**src/rtl/decoding_round_driver_pkg.sv**
```systemverilog
// Shared definitions for the decoding-round driver and the host-side consumer.
// Holds the controller stage encoding, the driver FSM state encoding and the
// bit layout of a result record, so that producer and consumer decode res_data
// identically.
//
// Record layout, MSB first: {timeout, iterations, cycles, round_id}
package decoding_round_driver_pkg;

  // Controller stage encoding (shared with the unified stage controller).
  localparam int STAGE_WIDTH = 3;
  localparam logic [STAGE_WIDTH-1:0] STAGE_IDLE   = 3'd0;
  localparam logic [STAGE_WIDTH-1:0] STAGE_DECODE = 3'd1;
  localparam logic [STAGE_WIDTH-1:0] STAGE_MERGE  = 3'd2;
  localparam logic [STAGE_WIDTH-1:0] STAGE_UPDATE = 3'd3;

  localparam int CYCLE_COUNTER_WIDTH = 32;

  typedef enum logic [2:0] {
    S_IDLE      = 3'd0,
    S_START     = 3'd1,
    S_WAIT_ACK  = 3'd2,
    S_WAIT_DONE = 3'd3,
    S_PUSH      = 3'd4,
    S_RECOVER   = 3'd5
  } drv_state_t;

  // Field offsets within a record, given the parameterised field widths.
  function automatic int rec_round_id_lsb();
    return 0;
  endfunction

  function automatic int rec_cycles_lsb(input int round_id_width);
    return round_id_width;
  endfunction

  function automatic int rec_iterations_lsb(input int round_id_width);
    return round_id_width + CYCLE_COUNTER_WIDTH;
  endfunction

  function automatic int rec_timeout_bit(input int round_id_width, input int iter_width);
    return round_id_width + CYCLE_COUNTER_WIDTH + iter_width;
  endfunction

  function automatic int rec_width(input int round_id_width, input int iter_width);
    return round_id_width + CYCLE_COUNTER_WIDTH + iter_width + 1;
  endfunction

endpackage

```
**src/rtl/decoding_round_driver_result_fifo.sv**
```systemverilog
// result_fifo: synchronous FIFO holding result records, with occupancy count.
// The head entry is presented combinationally; data reads as zero when empty.
//
// Ports:
//   clk, reset      clock, asynchronous active-high reset
//   i_push, i_data  write one entry (ignored when full unless a pop coincides)
//   i_pop           remove the head entry (ignored when empty)
//   o_valid         head entry present
//   o_data          head entry, zero when empty
//   o_count         number of stored entries
module result_fifo #(
  parameter int WIDTH = 8,
  parameter int DEPTH = 4,
  localparam int CW = $clog2(DEPTH + 1),
  localparam int AW = $clog2(DEPTH)
) (
  input  logic             clk,
  input  logic             reset,
  input  logic             i_push,
  input  logic [WIDTH-1:0] i_data,
  input  logic             i_pop,
  output logic             o_valid,
  output logic [WIDTH-1:0] o_data,
  output logic [CW-1:0]    o_count
);

  localparam logic [CW-1:0] FULL_COUNT = CW'(DEPTH);

  logic [WIDTH-1:0] r_mem [DEPTH];
  logic [AW-1:0]    r_wr_ptr;
  logic [AW-1:0]    r_rd_ptr;
  logic [CW-1:0]    r_count;
  logic             w_push;
  logic             w_pop;

  assign w_pop  = i_pop && (r_count != '0);
  assign w_push = i_push && ((r_count != FULL_COUNT) || w_pop);

  always_ff @(posedge clk or posedge reset) begin
    if (reset) begin
      r_wr_ptr <= '0;
      r_rd_ptr <= '0;
      r_count  <= '0;
    end else begin
      if (w_push) r_wr_ptr <= r_wr_ptr + AW'(1);
      if (w_pop)  r_rd_ptr <= r_rd_ptr + AW'(1);
      case ({w_push, w_pop})
        2'b10:   r_count <= r_count + CW'(1);
        2'b01:   r_count <= r_count - CW'(1);
        default: r_count <= r_count;
      endcase
    end
  end

  // Storage needs no reset: entries are only visible once counted.
  always_ff @(posedge clk) begin
    if (w_push) r_mem[r_wr_ptr] <= i_data;
  end

  assign o_valid = (r_count != '0);
  assign o_data  = o_valid ? r_mem[r_rd_ptr] : '0;
  assign o_count = r_count;

endmodule

```
**src/rtl/decoding_round_driver.sv**
```systemverilog
// decoding_round_driver: host-side initiator for the decoding-round
// start/result interface. Accepts a round request, pulses new_round_start,
// follows global_stage/result_valid until the round completes (or the
// watchdog expires) and queues one result record per round.
//
// Handshakes (both ports): a transfer happens on a rising clk edge where
// valid and ready are both high; valid never depends on ready.
//   round_req_valid/round_req_ready : host -> driver round request
//   res_valid/res_ready             : driver -> host result record
//
// Ports:
//   clk, reset                          clock, asynchronous active-high reset
//   round_req_valid / round_req_ready   round request handshake
//   new_round_start                     one-cycle start pulse to the controller
//   global_stage, result_valid          controller stage and done flag
//   iteration_counter, cycle_counter    controller counters captured at round end
//   res_valid / res_ready / res_data    result record handshake
//   fifo_count                          result FIFO occupancy
//   o_dbg_state                         current driver FSM state
module decoding_round_driver
  import decoding_round_driver_pkg::*;
#(
  parameter int          ITERATION_COUNTER_WIDTH = 8,
  parameter int          ROUND_ID_WIDTH          = 8,
  parameter int          FIFO_DEPTH              = 4,
  parameter logic [31:0] TIMEOUT_CYCLES          = 32'd65535,
  localparam int REC_W = rec_width(ROUND_ID_WIDTH, ITERATION_COUNTER_WIDTH),
  localparam int CNT_W = $clog2(FIFO_DEPTH + 1)
) (
  input  logic                               clk,
  input  logic                               reset,
  input  logic                               round_req_valid,
  output logic                               round_req_ready,
  output logic                               new_round_start,
  input  logic [STAGE_WIDTH-1:0]             global_stage,
  input  logic                               result_valid,
  input  logic [ITERATION_COUNTER_WIDTH-1:0] iteration_counter,
  input  logic [CYCLE_COUNTER_WIDTH-1:0]     cycle_counter,
  output logic                               res_valid,
  input  logic                               res_ready,
  output logic [REC_W-1:0]                   res_data,
  output logic [CNT_W-1:0]                   fifo_count,
  output drv_state_t                         o_dbg_state
);

  localparam logic [CNT_W-1:0] FIFO_FULL = CNT_W'(FIFO_DEPTH);

  drv_state_t                         r_state;
  drv_state_t                         w_state_next;
  logic                               r_ready_en;
  logic                               r_new_round_start;
  logic [31:0]                        r_watchdog;
  logic                               r_timeout;
  logic                               r_recover;
  logic [ITERATION_COUNTER_WIDTH-1:0] r_iterations;
  logic [CYCLE_COUNTER_WIDTH-1:0]     r_cycles;
  logic [ROUND_ID_WIDTH-1:0]          r_round_id;

  logic             w_stage_idle;
  logic             w_done;
  logic             w_wd_hit;
  logic             w_accept;
  logic             w_capture;
  logic             w_capture_timeout;
  logic             w_push;
  logic [REC_W-1:0] w_record;

  assign w_stage_idle = (global_stage == STAGE_IDLE);
  assign w_done       = w_stage_idle && result_valid;
  // r_watchdog counts the wait cycles already finished; +1 includes the
  // current one, so the limit is reached on the TIMEOUT_CYCLES-th wait cycle.
  assign w_wd_hit     = ((r_watchdog + 32'd1) == TIMEOUT_CYCLES);

  // r_ready_en holds ready low for the first cycle out of reset.
  assign round_req_ready = (r_state == S_IDLE) && r_ready_en && w_stage_idle &&
                           (fifo_count != FIFO_FULL);
  assign w_accept        = round_req_valid && round_req_ready;

  assign new_round_start = r_new_round_start;
  assign o_dbg_state     = r_state;
  assign w_record        = {r_timeout, r_iterations, r_cycles, r_round_id};

  always_comb begin
    w_state_next      = r_state;
    w_capture         = 1'b0;
    w_capture_timeout = 1'b0;
    w_push            = 1'b0;
    case (r_state)
      S_IDLE: begin
        if (w_accept) w_state_next = S_START;
      end
      S_START: begin
        w_state_next = S_WAIT_ACK;
      end
      S_WAIT_ACK: begin
        // A result_valid seen here is stale from the previous round.
        if (w_wd_hit) begin
          w_capture         = 1'b1;
          w_capture_timeout = 1'b1;
          w_state_next      = S_PUSH;
        end else if (!w_stage_idle) begin
          w_state_next = S_WAIT_DONE;
        end
      end
      S_WAIT_DONE: begin
        // Completion takes priority over a coincident watchdog expiry.
        if (w_done) begin
          w_capture    = 1'b1;
          w_state_next = S_PUSH;
        end else if (w_wd_hit) begin
          w_capture         = 1'b1;
          w_capture_timeout = 1'b1;
          w_state_next      = S_PUSH;
        end
      end
      S_PUSH: begin
        // A slot was reserved at accept time, so this write cannot be lost.
        w_push       = 1'b1;
        w_state_next = r_recover ? S_RECOVER : S_IDLE;
      end
      S_RECOVER: begin
        // The abandoned round's late result is dropped here.
        if (w_stage_idle) w_state_next = S_IDLE;
      end
      default: w_state_next = S_IDLE;
    endcase
  end

  always_ff @(posedge clk or posedge reset) begin
    if (reset) begin
      r_state           <= S_IDLE;
      r_ready_en        <= 1'b0;
      r_new_round_start <= 1'b0;
      r_watchdog        <= '0;
      r_timeout         <= 1'b0;
      r_recover         <= 1'b0;
      r_iterations      <= '0;
      r_cycles          <= '0;
      r_round_id        <= '0;
    end else begin
      r_state           <= w_state_next;
      r_ready_en        <= 1'b1;
      r_new_round_start <= (w_state_next == S_START);

      if (r_state == S_START) begin
        r_watchdog <= '0;
      end else if ((r_state == S_WAIT_ACK) || (r_state == S_WAIT_DONE)) begin
        r_watchdog <= r_watchdog + 32'd1;
      end

      if (w_capture) begin
        r_timeout    <= w_capture_timeout;
        r_recover    <= w_capture_timeout && !w_stage_idle;
        r_iterations <= iteration_counter;
        r_cycles     <= cycle_counter;
      end

      if (w_push) r_round_id <= r_round_id + ROUND_ID_WIDTH'(1);
    end
  end

  result_fifo #(
    .WIDTH(REC_W),
    .DEPTH(FIFO_DEPTH)
  ) u_result_fifo (
    .clk     (clk),
    .reset   (reset),
    .i_push  (w_push),
    .i_data  (w_record),
    .i_pop   (res_ready),
    .o_valid (res_valid),
    .o_data  (res_data),
    .o_count (fifo_count)
  );

endmodule

```
**config.mk**
```make
export PLATFORM = sky130hd
export DESIGN_NAME = decoding_round_driver
export DESIGN_NICKNAME = d
export VERILOG_FILES = /design/src/rtl/decoding_round_driver_pkg.sv /design/src/rtl/decoding_round_driver_result_fifo.sv /design/src/rtl/decoding_round_driver.sv
export SDC_FILE = /design/constraint.sdc
export NUM_CORES = 1
export LEC_CHECK = 0
export CAP_MARGIN = 15
export CORE_ASPECT_RATIO = 0.5
export CORE_MARGIN = 2
export CORE_UTILIZATION = 50
export DETAILED_ROUTE_END_ITERATION = 7
export GPL_TIMING_DRIVEN = 0
export PLACE_DENSITY_LB_ADDON = 0.1
export SLEW_MARGIN = 20
export SYNTH_ARGS = -nofsm -noshare
export SYNTH_HDL_FRONTEND = slang
export SYNTH_SLANG_ARGS = --single-unit
```
**constraint.sdc**
```tcl
create_clock -name clk -period 3.7 [get_ports clk]
set_input_delay 0.74 -clock clk [delete_from_list [all_inputs] [get_ports clk]]
set_output_delay 0.74 -clock clk [all_outputs]
set_load 0.01 [all_outputs]
```
# --- After elaboration in Yosys (flattened, before gate mapping) ---
# Memories as Yosys holds them, arrays and structs flattened.
# Cells that the tools add are included.
totals:
  mem_count: 1
  ram_bits: 196
  regBits: 94
  out_inout_bits: 58
  inputBits: 48
mem_list:
  columns: ["memory", "depth", "word_bits", "read_ports", "rd_ports_with_merged_regs", "write_ports", "line_no", "source"]
  rows:
  - ["u_result_fifo.r_mem", 4, 49, 1, 0, 1, "decoding_round_driver_result_fifo.sv:29", "logic [WIDTH-1:0] r_mem [DEPTH];"]
op_classes:
  n_reduce_logical: 16
  addsub: 6
  eq_ne: 10
  mux: 20
ops:
  columns: ["cell", "n"]
  rows:
  - ["32-bit 2-to-1 mux", 2]
  - ["49-bit 2-to-1 mux", 1]
  - ["32-bit by 1-bit adder with 32-bit output, second input constant", 1]
  - ["32-bit by 16-bit == test with 1-bit output, second input constant", 1]
  - ["3-bit 2-to-1 mux", 7]
  - ["3-bit case mux with 6 select lines", 1]
  - ["8-bit by 1-bit adder with 8-bit output, second input constant", 1]
  - ["1-bit logical AND", 8]
  - ["3-bit by 1-bit == test with 1-bit output, second input constant", 2]
  - ["3-bit by 2-bit == test with 1-bit output, second input constant", 2]
  - ["3-bit == test, second input constant", 2]
  - ["3-bit logical NOT", 2]
  - ["1-bit 2-to-1 mux", 6]
  - ["3-bit case mux with 2 select lines", 1]
  - ["2-bit by 1-bit adder with 2-bit output, second input constant", 2]
  - ["1-bit case mux with 2 select lines", 2]
  - ["2-bit nonzero test", 2]
  - ["3-bit by 1-bit adder with 3-bit output, second input constant", 1]
  - ["3-bit != test, second input constant", 1]
  - ["3-bit nonzero test", 1]
  - ["3-bit by 1-bit subtractor with 3-bit output, second input constant", 1]
  - ["2-bit by 1-bit == test with 1-bit output, second input constant", 1]
  - ["2-bit == test, second input constant", 1]
  - ["1-bit logical OR", 2]
  - ["1-bit logical NOT", 1]

# --- Depth between registers and ports, before layout ---
logic_depth:
  ltp_word: 8
  depth_mapped: 11

# --- By module ---
# Synthesis repeated with hierarchy kept, for this count alone.
unflattened:
  cells_unflattened: 788
  area_unflattened_um2: 12400.6
by_module_without_submodules:
  columns: ["module", "area_per_inst_um2", "n_inst", "seq_area_each_um2", "cells_per_inst"]
  rows:
  - ["result_fifo", 7923.8, 1, 6060.8, 364]
  - ["decoding_round_driver", 4476.8, 1, 2177.1, 424]

# --- Least setup slack after synthesis ---
# Ideal clock, no wire load.
synth_timing:
  path_type: "input-to-reg"
  from: "input res_ready"
  to: "memory u_result_fifo.r_mem[0][0] (netlist name) (enable)"
  cell_stages: 4
  arrival_time_ns: 2.684
  slack_ns: 0.604
  n_path_buf: 1
  path_cell_list: "clkbuf_1 -> inv_1 -> a31oi_1 -> and2_1"
synth_via:
  elab_chain_len: 5
synth_rtl:
  columns: ["element", "line_no", "source"]
  rows:
  - ["from (decl)", "decoding_round_driver.sv:40", "input logic res_ready,"]
  - ["1-bit logical AND", "decoding_round_driver_result_fifo.sv:36", "assign w_pop = i_pop && (r_count != '0);"]
  - ["1-bit logical OR", "decoding_round_driver_result_fifo.sv:37", "assign w_push = i_push && ((r_count != FULL_COUNT) || w_pop);"]
  - ["1-bit logical AND", "decoding_round_driver_result_fifo.sv:37", null]
  - ["1-bit 2-to-1 mux", "decoding_round_driver_result_fifo.sv:57", "if (w_push) r_mem[r_wr_ptr] <= i_data;"]
  - ["1-bit 2-to-1 mux (implied by the code)", "decoding_round_driver_result_fifo.sv:57", null]
  - ["to (decl)", "decoding_round_driver_result_fifo.sv:29", null]
# Every way passes these cells.

# --- Worst setup path in the final report ---
layout_timing:
  from: "register u_result_fifo.r_rd_ptr[0]"
  to: "output res_data[3]"
layout_via:
  elab_chain_len: 2
layout_rtl:
  columns: ["element", "line_no", "source"]
  rows:
  - ["from (decl)", "decoding_round_driver_result_fifo.sv:31", "logic [AW-1:0] r_rd_ptr;"]
  - ["from (signal assigned)", "decoding_round_driver_result_fifo.sv:46", "if (w_pop) r_rd_ptr <= r_rd_ptr + AW'(1);"]
  - ["memory read 4 x 49 bit", null, null]
  - ["49-bit 2-to-1 mux", "decoding_round_driver_result_fifo.sv:61", "assign o_data = o_valid ? r_mem[r_rd_ptr] : '0;"]
  - ["to (decl)", "decoding_round_driver.sv:41", "output logic [REC_W-1:0] res_data,"]
# Every way passes these cells.

==> key figures <==
Final layout
  – Antenna diode instance count: 0
  – Area taken by multi-input logic gates: 3850 sq um
  – Layout-stage area growth over the synthesis result: 20.0%
  – Share of final-layout standard cells stronger than drive strength 1: 17.4%
  – NumNets Final: 1008
  – Area of all sequential standard cells: 8240 sq um
  – Layout Cell Area excl Fill: 14800 sq um
  – Fillers: 1884
  – Post-Layout Cell Count: 1307

Timing
  – Setup slack after layout: 0.126 ns
  – Final worst clock skew: 0.0117 ns
  – Number of setup violations in the final report: 0
  – Max Slew Vio Count: 0
  – Endpoints failing hold: 0
  – Slew of the pin with the lowest slew margin: 0.735 ns
  – Share of the clock period used by the worst path: 96.6%
  – Fmax: 280 MHz
  – Remaining max-slew budget at the tightest pin: 50.6%
  – Period minus WS final: 3.57 ns
  – Setup repair after global routing missed its margin: true

Route
  – WL per Instance: 19.6 um
  – Number of DRC violations after detailed-routing iteration 0: 557
  – Post-Route WL: 25600 um
  – Total number of vias: 7270
  – Initial DRT Pass Iterations: 5
  – ANT nets after route: 0
  – Final routed DRC violation total: 0
  – Number of vias per cell: 5.56

Clock network
  – Worst-Skew Late Latency: 0.54 ns
  – TritonCTS Buffers: 26
  – Number of clock sinks seen by CTS: 290
  – Hold-fix buffer count after cts: 0
  – Clock root buffer: sky130_fd_sc_hd__clkbuf_16
  – CTS HTree Levels: 1
  – Clock input transition at the sequential cells of the worst setup and hold paths: 0.06 ns
  – Buffers from clock root to sink, at most: 3
  – Clock tree from TritonCTS: yes

Placed design
  – Worst setup timing slack at the placement stage: 0.191 ns
  – GP Congestion: 0.926
  – Placed standard-cell area: 14000 sq um
  – Dpl cells: 1258
  – Detailed Place HPWL: 16400 um
  – PortBufs: 104

Critical path
  – Number of buffer and inverter stages on the critical path: 3
  – Startpoint of the most critical register-to-register path: r_watchdog[1]
  – Critical-path top delay cell: sky130_fd_sc_hd__mux4_2
  – Start-to-end type of the worst setup path: reg -> out
  – Origin of the worst setup path: u_result_fifo.r_rd_ptr[0]
  – Cell count of the worst reg-to-reg path: 10
  – Kind of start point of the critical path: flip-flop
  – Critical Path Fanout Max: 10
  – Maximum single-stage delay on the critical path: 0.57 ns
  – Kind of end point of the critical path: output port
  – Minimum setup slack among reg-to-reg paths: 0.22 ns
  – Worst path cell trace: clkbuf_1 -> buf_2 -> mux4_2 -> and2_1 -> clkdlybuf4s50_1
  – Required time reported for the critical path endpoint: 2.96 ns
  – FF-to-FF End: r_cycles[23]
  – Endpoint arrival time on the critical path: 2.83 ns
  – Critical path depth in cells: 5
  – Family of cells with the greatest summed delay on the critical path: buffers and inverters
  – End point of the critical path: res_data[3]

Floorplan
  – Initial cell density of the core: 51.2%
  – IO Count: 106
  – Die outline height: 115 um
  – Row Count: 40
  – Die X-Extent: 226 um
  – Total die area: 26100 sq um
  – Core box area: 24100 sq um

Yosys
  – Synthesized instance count: 813
  – Leading register cell type out of synthesis: sky130_fd_sc_hd__edfxtp_1
  – Cell types with the highest counts after synthesis: sky130_fd_sc_hd__edfxtp_1 (196), sky130_fd_sc_hd__dfrtp_1 (94), sky130_fd_sc_hd__and2_1 (57), sky130_fd_sc_hd__mux4_2 (49), sky130_fd_sc_hd__o21ai_0 (49)
  – Post-synthesis average cell area: 15.2 sq um
  – Most used standard cell by instance count after synthesis: sky130_fd_sc_hd__edfxtp_1
  – Total of warnings raised by yosys: 0
  – Library cells used by synthesis: 62
  – Synthesized net count: 869
  – Post-synthesis cell type with the largest combined area: sky130_fd_sc_hd__edfxtp_1
  – Synthesized area: 12400 sq um
  – Sequential cell area fraction in the yosys report: 66.6%
  – Number of register bits inferred by synthesis: 290
  – Main area contributors after synthesis: sky130_fd_sc_hd__edfxtp_1 (48%), sky130_fd_sc_hd__dfrtp_1 (19%), sky130_fd_sc_hd__mux4_2 (8.9%)
  – Async set-reset flop share out of synthesis: 32.4%
  – Number of flops mapped to enable cells by yosys: 196
  – Area fraction of the dominant cell type after synthesis: 47.6%

Outcome
  – Run status: completed

GRT
  – Largest net degree at the start of global routing: 60
  – Via count of the first global-routing pass: 7446
  – Total global-route track usage: 20.5%
  – Global route overflow: 0
  – Global-route wire length before repair: 40800 um
  – Number of antenna violations at the first check in global routing: 0

Hold path
  – Min-Delay Path Class: reg -> reg

Power
  – Power Density: 658 nW/um^2
  – Static Leak: 5.29 nW
  – Post-layout power: 0.00975 W
  – Peak supply drop: 0.000324 V

Job
  – Max-cap violations: 0
## where the power goes
part | switching, W | internal [W]
Combinational | 0.00129 | 0.00165
Sequential | 0.000282 | 0.00390
Clock | 0.00116 | 0.00148
## timing repair
action	in CTS	in global routing
setup buffers	0	3
gates resized for setup	17	4
pin swaps	0	1
setup endpoints to repair	48	78
## placed cells by master (no fill, tap or decap), types with 3 or more instances in the layout
cell,Yosys,layout
sky130_fd_sc_hd__or3_1,4,4
sky130_fd_sc_hd__xnor2_1,17,17
sky130_fd_sc_hd__clkbuf_16,0,26
sky130_fd_sc_hd__mux4_2,49,49
sky130_fd_sc_hd__buf_16,0,3
sky130_fd_sc_hd__clkbuf_2,3,4
sky130_fd_sc_hd__buf_4,1,4
sky130_fd_sc_hd__nor2_1,33,33
sky130_fd_sc_hd__clkbuf_8,0,5
sky130_fd_sc_hd__o41ai_1,5,5
sky130_fd_sc_hd__clkbuf_1,36,42
sky130_fd_sc_hd__mux2_2,33,33
sky130_fd_sc_hd__nand2_1,45,45
sky130_fd_sc_hd__nand2b_1,4,4
sky130_fd_sc_hd__nor3_1,11,11
sky130_fd_sc_hd__a21o_1,3,3
sky130_fd_sc_hd__ha_1,7,7
sky130_fd_sc_hd__and2_1,57,53
sky130_fd_sc_hd__buf_2,4,8
sky130_fd_sc_hd__nand4_1,16,16
sky130_fd_sc_hd__a31oi_1,18,18
sky130_fd_sc_hd__nor2b_1,4,4
sky130_fd_sc_hd__a211o_1,3,3
sky130_fd_sc_hd__and2_4,0,4
sky130_fd_sc_hd__xor2_1,4,4
sky130_fd_sc_hd__mux2_4,7,7
sky130_fd_sc_hd__nand4b_1,3,3
sky130_fd_sc_hd__dfrtp_1,94,94
sky130_fd_sc_hd__edfxtp_1,196,196
sky130_fd_sc_hd__inv_1,14,13
sky130_fd_sc_hd__o21ai_0,49,49
sky130_fd_sc_hd__o31ai_1,14,14
sky130_fd_sc_hd__a22oi_1,3,3
sky130_fd_sc_hd__nor4_1,3,3
sky130_fd_sc_hd__clkdlybuf4s50_1,0,104
sky130_fd_sc_hd__and3_1,5,5
sky130_fd_sc_hd__nand3_1,20,20
sky130_fd_sc_hd__buf_6,4,4
sky130_fd_sc_hd__a21oi_1,11,11
## state kept, by name, indices dropped and copies added (netlist names), 2 cells and up
signal and count:
r_cycles 32, u_result_fifo.r_mem 196, u_result_fifo.r_wr_ptr 2, r_watchdog 32
o_dbg_state 3, r_round_id 8, r_iterations 8, u_result_fifo.r_rd_ptr 2
u_result_fifo.o_count 3
## cells by family (layout without fill, tap and decap cells)
family	after synthesis	after routing	share of synthesized area, %
AOI/OAI and AO/OA	119	119	6.07
xor gates and xnor gates	21	21	1.49
adders and majority gates	8	8	0.870
buffers and inverters	67	225	2.38
DFF	290	290	66.6
muxes	90	90	12.9
other	1	1	0.0303
and+or+nand+nor	217	217	9.66
## worst min path at each step
| stage | startpoint | to | slack (ns) | cells after the start |
|---|---|---|---|---|
| final | r_cycles[8] | u_result_fifo.r_mem[1][16] | 0.51 | 0 |
| after CTS | r_cycles[6] | u_result_fifo.r_mem[2][14] | 0.51 | 0 |
| after floorplan | r_cycles[2] | u_result_fifo.r_mem[0][10] | 0.47 | 0 |
| after global routing | r_cycles[14] | u_result_fifo.r_mem[0][22] | 0.53 | 0 |
| after detailed placement | r_cycles[6] | u_result_fifo.r_mem[2][14] | 0.50 | 0 |
| after global placement | r_cycles[16] | u_result_fifo.r_mem[3][24] | 0.48 | 0 |
## worst reg2reg max path, stage by stage (launching register included)
cell and delay, ns:
sky130_fd_sc_hd__dfrtp_1 0.37, sky130_fd_sc_hd__clkbuf_2 0.21, sky130_fd_sc_hd__nand4_1 0.20, sky130_fd_sc_hd__or4_4 0.59, sky130_fd_sc_hd__nor3_4 0.33, sky130_fd_sc_hd__a31oi_1 0.14, sky130_fd_sc_hd__or3_1 0.43, sky130_fd_sc_hd__nor4b_2 0.36
sky130_fd_sc_hd__o21ai_2 0.22, sky130_fd_sc_hd__buf_6 0.22, sky130_fd_sc_hd__mux2_4 0.31
## metrics by stage
step	hold slack [ns]	utilization (%)	TNS, ns
floorplan	0.471	-	0
global placement	0.482	57.3	-259.78
detailed placement	0.496	57.9	0
CTS	0.511	61.3	0
global route	0.533	61.5	-1.58
finish	0.513	61.5	0
## final cells by class
cell class                 instances  share of cell area, %
buffer                            52                   1.67
clock buffer                      39                   5.05
clock inverter                     8                  0.565
inverter                          14                  0.388
multi-input combinational        456                   25.9
sequential                       290                   55.6
tap                              336                   2.83
timing repair buffer             112                   8.00
## per-layer routing
layer	up-vias	part of all wire [%]	wire, um	track usage, %
met5	-	0	0	0
met4	0	1.3	334	4.08
met3	27	3.8	977	3.48
met2	133	50	12800	35.7
met1	3729	45	11400	27.8
li1	3381	-	-	-
(Power assumes the default switching activity.)
